File: src/rtl/hazard_pkg.sv
// Shared types and encodings for the pipeline hazard controller.
// Optional feature macro: HAZARD_PERF_CNT_EN (stall/flush performance counters).
package hazard_pkg;

    typedef enum logic [1:0] {
        RUN          = 2'd0,
        MD_BUSY      = 2'd1,
        EXC_FLUSH    = 2'd2,
        EXC_REDIRECT = 2'd3
    } state_t;

    // Forwarding-mux select encodings (Execute operands)
    localparam logic [1:0] FWD_RF = 2'b00;
    localparam logic [1:0] FWD_W  = 2'b01;
    localparam logic [1:0] FWD_M  = 2'b10;

    // PC-source select encodings
    localparam logic [1:0] PC_SEQ = 2'b00;
    localparam logic [1:0] PC_VEC = 2'b01;
    localparam logic [1:0] PC_EPC = 2'b10;

endpackage

File: src/rtl/hazard_forward_unit.sv
// Purely combinational forwarding-select and hazard-detect compare logic.
// Register 0 is hard-wired, so a zero destination never produces a match.
module hazard_forward_unit
    import hazard_pkg::*;
#(
    parameter int WIDTH = 5
) (
    input  logic [WIDTH-1:0] rs_d,
    input  logic [WIDTH-1:0] rt_d,
    input  logic [WIDTH-1:0] rs_e,
    input  logic [WIDTH-1:0] rt_e,
    input  logic [WIDTH-1:0] write_reg_e,
    input  logic [WIDTH-1:0] write_reg_m,
    input  logic [WIDTH-1:0] write_reg_w,
    input  logic             reg_write_e,
    input  logic             reg_write_m,
    input  logic             reg_write_w,
    input  logic             mem_to_reg_e,
    input  logic             mem_to_reg_m,
    input  logic             branch_d,
    input  logic             jr_d,
    output logic [1:0]       forward_a_e,
    output logic [1:0]       forward_b_e,
    output logic             forward_a_d,
    output logic             forward_b_d,
    output logic             lwstall,
    output logic             brstall
);

    function automatic logic hit(input logic [WIDTH-1:0] dst, input logic [WIDTH-1:0] src);
        return (dst != {WIDTH{1'b0}}) && (dst == src);
    endfunction

    // Execute-stage operand forwarding: the younger M result beats the W result
    always_comb begin
        forward_a_e = FWD_RF;
        forward_b_e = FWD_RF;
        if (reg_write_m && hit(write_reg_m, rs_e)) begin
            forward_a_e = FWD_M;
        end else if (reg_write_w && hit(write_reg_w, rs_e)) begin
            forward_a_e = FWD_W;
        end else begin
            forward_a_e = FWD_RF;
        end
        if (reg_write_m && hit(write_reg_m, rt_e)) begin
            forward_b_e = FWD_M;
        end else if (reg_write_w && hit(write_reg_w, rt_e)) begin
            forward_b_e = FWD_W;
        end else begin
            forward_b_e = FWD_RF;
        end
    end

    // Decode-stage branch-compare forwarding and stall detection
    always_comb begin
        forward_a_d = reg_write_m && hit(write_reg_m, rs_d);
        forward_b_d = reg_write_m && hit(write_reg_m, rt_d);
        lwstall     = mem_to_reg_e && (hit(write_reg_e, rs_d) || hit(write_reg_e, rt_d));
        brstall     = (branch_d || jr_d) &&
                      ((reg_write_e  && (hit(write_reg_e, rs_d) || hit(write_reg_e, rt_d))) ||
                       (mem_to_reg_m && (hit(write_reg_m, rs_d) || hit(write_reg_m, rt_d))));
    end

endmodule

File: src/rtl/pipeline_hazard_ctrl.sv
// Hazard, forwarding and exception-sequencing controller for the 5-stage pipeline.
// Control outputs are combinational from the FSM state and current stage inputs,
// and are forced to their idle values while rst is high.
// Optional feature macro: HAZARD_PERF_CNT_EN adds stall_cnt / flush_cnt outputs.
module pipeline_hazard_ctrl
    import hazard_pkg::*;
#(
    parameter int WIDTH_5   = 5,
    parameter int MD_CYCLES = 32
) (
    input  logic               clk,
    input  logic               rst,
    input  logic [WIDTH_5-1:0] Rs_D,
    input  logic [WIDTH_5-1:0] Rt_D,
    input  logic [WIDTH_5-1:0] Rs_E,
    input  logic [WIDTH_5-1:0] Rt_E,
    input  logic [WIDTH_5-1:0] WriteReg_E,
    input  logic [WIDTH_5-1:0] WriteReg_M,
    input  logic [WIDTH_5-1:0] WriteReg_W,
    input  logic               RegWrite_E,
    input  logic               RegWrite_M,
    input  logic               RegWrite_W,
    input  logic               MemtoReg_E,
    input  logic               MemtoReg_M,
    input  logic               Branch_D,
    input  logic               Jr_D,
    input  logic               md_start_E,
    input  logic               exception_M,
    input  logic               eret_M,
    output logic               Stall_F,
    output logic               Stall_D,
    output logic               Stall_E,
    output logic               Flush_D,
    output logic               Flush_E,
    output logic               Flush_M,
    output logic               EN_MW,
    output logic               CLR_MW,
    output logic [1:0]         ForwardA_E,
    output logic [1:0]         ForwardB_E,
    output logic               ForwardA_D,
    output logic               ForwardB_D,
    output logic [1:0]         pc_sel,
    output logic               epc_we,
`ifdef HAZARD_PERF_CNT_EN
    output logic [31:0]        stall_cnt,
    output logic [15:0]        flush_cnt,
`endif
    output logic               md_done
);

    localparam logic [7:0] MD_LOAD = 8'(MD_CYCLES - 1);

    state_t     state;
    state_t     state_next;
    logic [7:0] md_cnt;
    logic [7:0] md_cnt_next;
    logic [1:0] fwd_a_e;
    logic [1:0] fwd_b_e;
    logic       fwd_a_d;
    logic       fwd_b_d;
    logic       lwstall;
    logic       brstall;
    logic       exc_take;

    hazard_forward_unit #(.WIDTH(WIDTH_5)) u_fwd (
        .rs_d         (Rs_D),
        .rt_d         (Rt_D),
        .rs_e         (Rs_E),
        .rt_e         (Rt_E),
        .write_reg_e  (WriteReg_E),
        .write_reg_m  (WriteReg_M),
        .write_reg_w  (WriteReg_W),
        .reg_write_e  (RegWrite_E),
        .reg_write_m  (RegWrite_M),
        .reg_write_w  (RegWrite_W),
        .mem_to_reg_e (MemtoReg_E),
        .mem_to_reg_m (MemtoReg_M),
        .branch_d     (Branch_D),
        .jr_d         (Jr_D),
        .forward_a_e  (fwd_a_e),
        .forward_b_e  (fwd_b_e),
        .forward_a_d  (fwd_a_d),
        .forward_b_d  (fwd_b_d),
        .lwstall      (lwstall),
        .brstall      (brstall)
    );

    // An exception is only accepted while the pipeline is running or multi-cycle busy
    assign exc_take = exception_M && ((state == RUN) || (state == MD_BUSY));

    // State and occupancy-counter registers
    always_ff @(posedge clk or posedge rst) begin
        if (rst) begin
            state  <= RUN;
            md_cnt <= 8'd0;
        end else begin
            state  <= state_next;
            md_cnt <= md_cnt_next;
        end
    end

    // Next-state: exception aborts everything; a load-use stall defers a divider issue
    always_comb begin
        state_next  = state;
        md_cnt_next = md_cnt;
        case (state)
            RUN: begin
                if (exception_M) begin
                    state_next  = EXC_FLUSH;
                    md_cnt_next = 8'd0;
                end else if (md_start_E && !lwstall) begin
                    state_next  = MD_BUSY;
                    md_cnt_next = MD_LOAD;
                end else begin
                    state_next  = RUN;
                end
            end
            MD_BUSY: begin
                if (exception_M) begin
                    state_next  = EXC_FLUSH;
                    md_cnt_next = 8'd0;
                end else if (md_cnt <= 8'd1) begin
                    state_next  = RUN;
                    md_cnt_next = 8'd0;
                end else begin
                    md_cnt_next = md_cnt - 8'd1;
                end
            end
            EXC_FLUSH:    state_next = EXC_REDIRECT;
            EXC_REDIRECT: state_next = RUN;
            default: begin
                state_next  = RUN;
                md_cnt_next = 8'd0;
            end
        endcase
    end

    // Output decode: stage enables/clears, forwarding selects and PC source
    always_comb begin
        Stall_F    = 1'b0;
        Stall_D    = 1'b0;
        Stall_E    = 1'b0;
        Flush_D    = 1'b0;
        Flush_E    = 1'b0;
        Flush_M    = 1'b0;
        EN_MW      = 1'b1;
        CLR_MW     = 1'b0;
        ForwardA_E = FWD_RF;
        ForwardB_E = FWD_RF;
        ForwardA_D = 1'b0;
        ForwardB_D = 1'b0;
        pc_sel     = PC_SEQ;
        epc_we     = 1'b0;
        md_done    = 1'b0;
        if (!rst) begin
            ForwardA_E = fwd_a_e;
            ForwardB_E = fwd_b_e;
            ForwardA_D = fwd_a_d;
            ForwardB_D = fwd_b_d;
            if (exc_take) begin
                // Kill the faulting instruction before W and capture EPC/Cause
                CLR_MW  = 1'b1;
                Flush_D = 1'b1;
                Flush_E = 1'b1;
                Flush_M = 1'b1;
                epc_we  = 1'b1;
            end else begin
                case (state)
                    RUN: begin
                        if (eret_M) begin
                            pc_sel  = PC_EPC;
                            Flush_D = 1'b1;
                            Flush_E = 1'b1;
                            Flush_M = 1'b1;
                        end else begin
                            Stall_F = lwstall | brstall;
                            Stall_D = lwstall | brstall;
                            Flush_E = lwstall | brstall;
                        end
                    end
                    MD_BUSY: begin
                        // Hold F/D/E, bubble into M so older work drains through W
                        Stall_F = 1'b1;
                        Stall_D = 1'b1;
                        Stall_E = 1'b1;
                        Flush_M = 1'b1;
                        md_done = (md_cnt <= 8'd1);
                    end
                    EXC_FLUSH: begin
                        Flush_D = 1'b1;
                        Flush_E = 1'b1;
                        Flush_M = 1'b1;
                        pc_sel  = PC_VEC;
                    end
                    EXC_REDIRECT: Flush_D = 1'b1;
                    default:      Flush_D = 1'b0;
                endcase
            end
        end else begin
            EN_MW = 1'b1;
        end
    end

`ifdef HAZARD_PERF_CNT_EN
    // Wrapping performance counters: front-end stall cycles and exception entries
    always_ff @(posedge clk or posedge rst) begin
        if (rst) begin
            stall_cnt <= 32'd0;
            flush_cnt <= 16'd0;
        end else begin
            if (Stall_F) begin
                stall_cnt <= stall_cnt + 32'd1;
            end else begin
                stall_cnt <= stall_cnt;
            end
            if (exc_take) begin
                flush_cnt <= flush_cnt + 16'd1;
            end else begin
                flush_cnt <= flush_cnt;
            end
        end
    end
`endif

endmodule

File: config.mk
export PLATFORM = sky130hd
export DESIGN_NAME = pipeline_hazard_ctrl
export DESIGN_NICKNAME = d
export VERILOG_FILES = /design/src/rtl/hazard_pkg.sv /design/src/rtl/hazard_forward_unit.sv /design/src/rtl/pipeline_hazard_ctrl.sv
export SDC_FILE = /design/constraint.sdc
export NUM_CORES = 1
export LEC_CHECK = 0
export ABC_AREA = 1
export CAP_MARGIN = 20
export CORE_ASPECT_RATIO = 2
export CORE_UTILIZATION = 30
export CTS_BUF_LIST = sky130_fd_sc_hd__clkbuf_8
export DETAILED_ROUTE_END_ITERATION = 16
export DONT_BUFFER_PORTS = 1
export SYNTH_ARGS = -nofsm -noshare
export SYNTH_HDL_FRONTEND = slang
export SYNTH_SLANG_ARGS = --single-unit
File: constraint.sdc
create_clock -name clk -period 4.4 [get_ports clk]
set_input_delay 0.88 -clock clk [delete_from_list [all_inputs] [get_ports clk]]
set_output_delay 0.88 -clock clk [all_outputs]
set_load 0.005 [all_outputs]
==> Word level (Yosys, flattened, before mapping) <==
Index checks and enable logic that the tools add are counted.
{ "classes": {"addsub": 1, "n_lt_le_gt_ge": 1, "n_eq_ne": 13, "muxes": 45, "bitwise": 1, "n_reduce_logical": 34} }
{ "ops": {"columns": ["op", "n"], "rows": [
  ["5-bit equality test", 8],
  ["8-bit two-way mux", 4],
  ["1-bit two-way mux", 24],
  ["1-bit logical AND", 20],
  ["2-bit two-way mux", 10],
  ["8-bit case mux with 2 select lines", 1],
  ["5-bit nonzero test", 3],
  ["8-bit by 1-bit less-or-equal comparator with 1-bit output, second input constant", 1],
  ["1-bit case mux with 2 select lines", 4],
  ["2-bit case mux with 4 select lines", 1],
  ["8-bit by 1-bit subtractor with 8-bit output, second input constant", 1],
  ["3-bit by 2-bit inequality test with 1-bit output, second input constant", 2],
  ["1-bit logical OR", 5],
  ["2-bit equality test, second input constant", 2],
  ["2-bit case mux with 2 select lines", 1],
  ["2-bit OR reduction", 2],
  ["2-bit by 1-bit equality test with 1-bit output, second input constant", 1],
  ["2-bit logical NOT", 1],
  ["2-bit AND reduction", 1],
  ["2-bit nonzero test", 1],
  ["1-bit logical NOT", 1],
  ["1-bit bitwise OR", 1]
]} }
{ "word_totals": {"regBits": 10, "output_inout_bits": 18, "wordCells": 97} }

==> Longest topological paths before layout <==
{ "logic_depth": {"ltp_word": 11, "depth_mapped": 15} }

==> Hierarchy <==
Synthesis repeated with hierarchy kept, for this count alone.
{ "hier_totals": {"cells_unflattened": 273, "area_unflattened_um2": 1685.4} }
{ "modules_own_cells": {"columns": ["module", "n_inst", "cells_each", "area_each_um2", "seq_area_each_um2"], "rows": [
  ["pipeline_hazard_ctrl", 1, 140, 965.9, 250.2],
  ["hazard_forward_unit", 1, 133, 719.4, 0.0]
]} }

==> Worst setup path after synthesis <==
OpenSTA, ideal clock, no wires.
{ "synth_path": {"kind": "input -> output", "start": "input WriteReg_M[3]", "end": "output Stall_F", "arrival_ns": 2.012, "setup_slack_ns": 1.508, "cell_stages": 15, "n_path_buf": 2, "cell_sequence": "clkbuf_2 > inv_1 > nand2_1 > nand2_1 > nand2_1 > nor2_1 > nand2_1 > nand2_1 > nand2_1 > nand2_1 > nand2_1 > nand2_1 > nand3_1 > a21oi_1 > buf_4"} }
{ "synth_via": {"elab_chain_len": 11, "word_cells_on_any_way": 14} }
{ "synth_lines": {"columns": ["item", "line", "source"], "rows": [
  ["start: declaration", "pipeline_hazard_ctrl.sv:18", "input logic [WIDTH_5-1:0] WriteReg_M,"],
  ["5-bit equality test / 5-bit nonzero test (equally long branches)", "hazard_forward_unit.sv:31", "return (dst != {WIDTH{1'b0}}) && (dst == src);"],
  ["1-bit logical AND", "hazard_forward_unit.sv:31", null],
  ["1-bit logical OR *", "hazard_forward_unit.sv:61", "(mem_to_reg_m && (hit(write_reg_m, rs_d) || hit(write_reg_m, rt_d))));"],
  ["1-bit logical AND *", "hazard_forward_unit.sv:61", null],
  ["1-bit logical OR *", "hazard_forward_unit.sv:60", "((reg_write_e && (hit(write_reg_e, rs_d) || hit(write_reg_e, rt_d))) ||"],
  ["1-bit logical AND *", "hazard_forward_unit.sv:59", "brstall = (branch_d || jr_d) &&"],
  ["1-bit bitwise OR *", null, null],
  ["1-bit two-way mux *", null, null],
  ["1-bit case mux with 2 select lines *", null, null],
  ["1-bit two-way mux * (2 in series)", null, null],
  ["end: declaration", "pipeline_hazard_ctrl.sv:30", "output logic Stall_F,"]
]} }
Mark *: on every way between the ends. The rest lies on a longest branch, timed or not.

==> Final worst setup path <==
{ "layout_path": {"start": "input WriteReg_M[1]", "end": "output Stall_D"} }
{ "layout_via": {"elab_chain_len": 11, "word_cells_on_any_way": 14} }
{ "layout_lines": {"columns": ["item", "line", "source"], "rows": [
  ["5-bit equality test / 5-bit nonzero test (equally long branches)", "hazard_forward_unit.sv:31", null],
  ["1-bit logical AND", "hazard_forward_unit.sv:31", null],
  ["1-bit logical OR *", "hazard_forward_unit.sv:61", null],
  ["1-bit logical AND *", "hazard_forward_unit.sv:61", null],
  ["1-bit logical OR *", "hazard_forward_unit.sv:60", null],
  ["1-bit logical AND *", "hazard_forward_unit.sv:59", null],
  ["1-bit bitwise OR *", "pipeline_hazard_ctrl.sv:177", "Stall_D = lwstall | brstall;"],
  ["1-bit two-way mux *", "pipeline_hazard_ctrl.sv:170", "if (eret_M) begin"],
  ["1-bit case mux with 2 select lines *", "pipeline_hazard_ctrl.sv:168", "case (state)"],
  ["1-bit two-way mux *", "pipeline_hazard_ctrl.sv:160", "if (exc_take) begin"],
  ["1-bit two-way mux *", "pipeline_hazard_ctrl.sv:155", "if (!rst) begin"],
  ["end: declaration", "pipeline_hazard_ctrl.sv:31", "output logic Stall_D,"]
]} }
Marked as above.

==> reports/qor.yml <==
hpwl_um: 3930
synth_top_area_share: 0.171
comb_power_share: 0.581
worst_slack_ns: 1.41
setup_viol: 0
power_leakage_uw: 0.000868
p_int_uw: 321
r2r_setup_slack_ns: 2.65
initial_core_util: 0.312
cts_tree: "done"
slowest_delay_ns: 0.29
grt_usage: 0.170
via_per_inst: 5.11
htreeDepth: 1
r2r_end: "md_cnt[1]$_DFFE_PP0P_"
drive_above_1_share: 0.0868
cts_setup_buffers: 0
rr_worst_depth: 9
fin_setup_tns_ns: 0
status: "complete, no violations"
place_congestion: 0.894
endpoint: "Stall_D"
p_seq_frac: 0.263
gr-total-overflow: 0
critical_path.startpoint_type: "input port"
ys_types: 31
worstSetupPathType: "in2out"
die_y_um: 105
ys_seq_elements: 10
synthToLayoutAreaGrowth_pct: 3.74
fmax_ghz: 0.334
routed_wl_um: 4610
synthTopCellsByArea: "nand2_1, dfrtp_1, inv_1"
coreArea_mm2: 0.00514
syn_nets: 324
power_switching_uw: 299
worstPathArrival_ns: 2.11
hold_path_class: "in2async"
cap_violations: 0
synth.cell_area_mm2: 0.00160
clock_latency_ns: 0.24
crit_start: "WriteReg_M[1]"
cts-root-buf: "clkbuf_8"
diodes: 0
path_common_cell: "nand2_1"
crit_required_ns: 3.52
rsz0062_at_grt: "false"
die_area_mm2: 0.00566
crit_chain: "inv_1, nand2_1, nand2_1, nand2_1, nor2_1, nand2_1, nand2_1, nand2_1, nand2_1, nand2_1, nand2_1, nand3_1, a21oi_1"
hold_viol: 0
slew_viol_final: 0
die_w_um: 53.7
max-vdd-ir-drop_mv: 0.220
synthCells: 269
seq_area_frac_synth: 0.156
holdBufCountCts: 0
drcViolationCount: 0
fin_crit_ns: 2.99
avgSynthCellArea_um2: 5.96
critPathSlowestCell: "a21oi_1"
grt_pass1_vias: 1681
pre_cts_slack_ns: 1.40
core.rowCount: 37
clockBufferDepth: 2
antenna_found_initial: 0
yosysTopAreaCell: "nand2_1"
fin_crit_sh: 0.679
path_max_fanout: 6
drt-initial-drc-count: 22
yosysWarnings: 0
worstReg2RegStart: "md_cnt[0]$_DFFE_PP0P_"
fin_nets: 322
p_sw_frac: 0.482
ant_nets: 0
fin_worst_skew_ns: 0.00241
grt_max_degree: 15
wl_per_cell_um: 14.3
cp-end-kind: "output port"
clkPwrFrac: 0.156
drt_pre_antenna_iters: 4
path_clk_slew_ns: 0.05
post_cts_resize_count: 0
clock_sinks: 10
powerDensity_mw_per_mm2: 373
numCtsBuffers: 3
io_pins: 65
grt_pass1_wl_um: 7180
num_vias: 1652
io_buffer_count: 0
## cells by family after synthesis
| group | synth area share |
|---|---|
| simple gates | 0.394 |
| compound gates | 0.135 |
| fa+ha+maj | 0.0624 |
| buf+inv | 0.141 |
| other cells | 0.00234 |
| flops | 0.156 |
| xor+xnor | 0.109 |
## through the flow
stage	hold WS (ns)	power (uW)	cell area [um^2]	utilization	instances
6_report	0.534	620	1660	0.324	323
5_1_grt	0.539	689	1660	0.324	323
4_1_cts	0.538	626	1660	0.324	323
3_5_place_dp	0.536	525	1620	0.316	320
3_3_place_gp	0.531	516	1620	0.316	320
2_1_floorplan	0.494	487	1600	-	269
## cell type report
class                      count  area [um^2]
sequential                    10          250
timing repair buffer           1         7.51
multi-input combinational    207         1130
fill                         586         3470
tap                           58         72.6
inverter                      44          165
clock buffer                   3         41.3
## flip-flops by register name (all words and copies together) (netlist names)
name    flops
md_cnt      8
state       2
## worst min path at each step
stage,startpoint,to,cells after the start
detailed placement,md_cnt[7]$_DFFE_PP0P_,md_cnt[7]$_DFFE_PP0P_,2
CTS,rst,md_cnt[5]$_DFFE_PP0P_,2
global placement,md_cnt[7]$_DFFE_PP0P_,md_cnt[7]$_DFFE_PP0P_,2
finish,rst,md_cnt[0]$_DFFE_PP0P_,2
floorplan,md_cnt[7]$_DFFE_PP0P_,md_cnt[7]$_DFFE_PP0P_,2
global route,rst,md_cnt[5]$_DFFE_PP0P_,2
## power by group through the flow
stage          sequential, uW  combinational (uW)  clock [uW]
4_1_cts                   163                 363        99.5
2_1_floorplan             153                 334           0
3_5_place_dp              164                 361           0
6_report                  163                 360        96.5
5_1_grt                   168                 417         104
3_3_place_gp              163                 353           0
## metal layers
| metal | share of wire | vias up | routed length, um | GRT usage |
|---|---|---|---|---|
| met5 | 0 | - | 0 | 0 |
| met4 | 0.017 | 0 | 78 | 0.0639 |
| met3 | 0.051 | 7 | 236 | 0.0245 |
| met2 | 0.59 | 55 | 2730 | 0.347 |
| met1 | 0.34 | 748 | 1570 | 0.145 |
| li1 | - | 842 | - | - |
## synthesized netlist by cell type
cell / n
a21oi_1: 10
a221oi_1: 2
a31o_2: 1
a31oi_1: 1
buf_12: 1
buf_4: 3
clkbuf_1: 1
clkbuf_2: 3
conb_1: 1
dfrtp_1: 10
ha_1: 8
inv_1: 40
inv_2: 4
nand2_1: 73
nand2_2: 6
nand2_4: 1
nand3_1: 15
nand3_2: 1
nand3_4: 1
nand4_1: 2
nor2_1: 31
nor3_1: 8
nor4_1: 3
o2111ai_1: 5
o21ai_0: 9
o21ai_2: 2
o221ai_1: 1
o22ai_1: 3
or2_2: 3
xnor2_1: 11
xor2_1: 9
## layout by cell type, fill, tap and decap left out, types with 5 or more instances in the layout
master and instances:
inv_1 40, o21ai_0 9, nand2_1 73, nor3_1 8, xnor2_1 11, nand3_1 15, o2111ai_1 5, a21oi_1 10
nand2_2 6, ha_1 8, dfrtp_1 10, nor2_1 31, xor2_1 9
## worst max-delay path: cells and delay by family
| kind | cells | cell delay (ns) |
|---|---|---|
| compound gates | 1 | 0.29 |
| buf+inv | 1 | 0.14 |
| simple gates | 11 | 0.79 |
No activity file was read; power rests on OpenSTA's default activity.
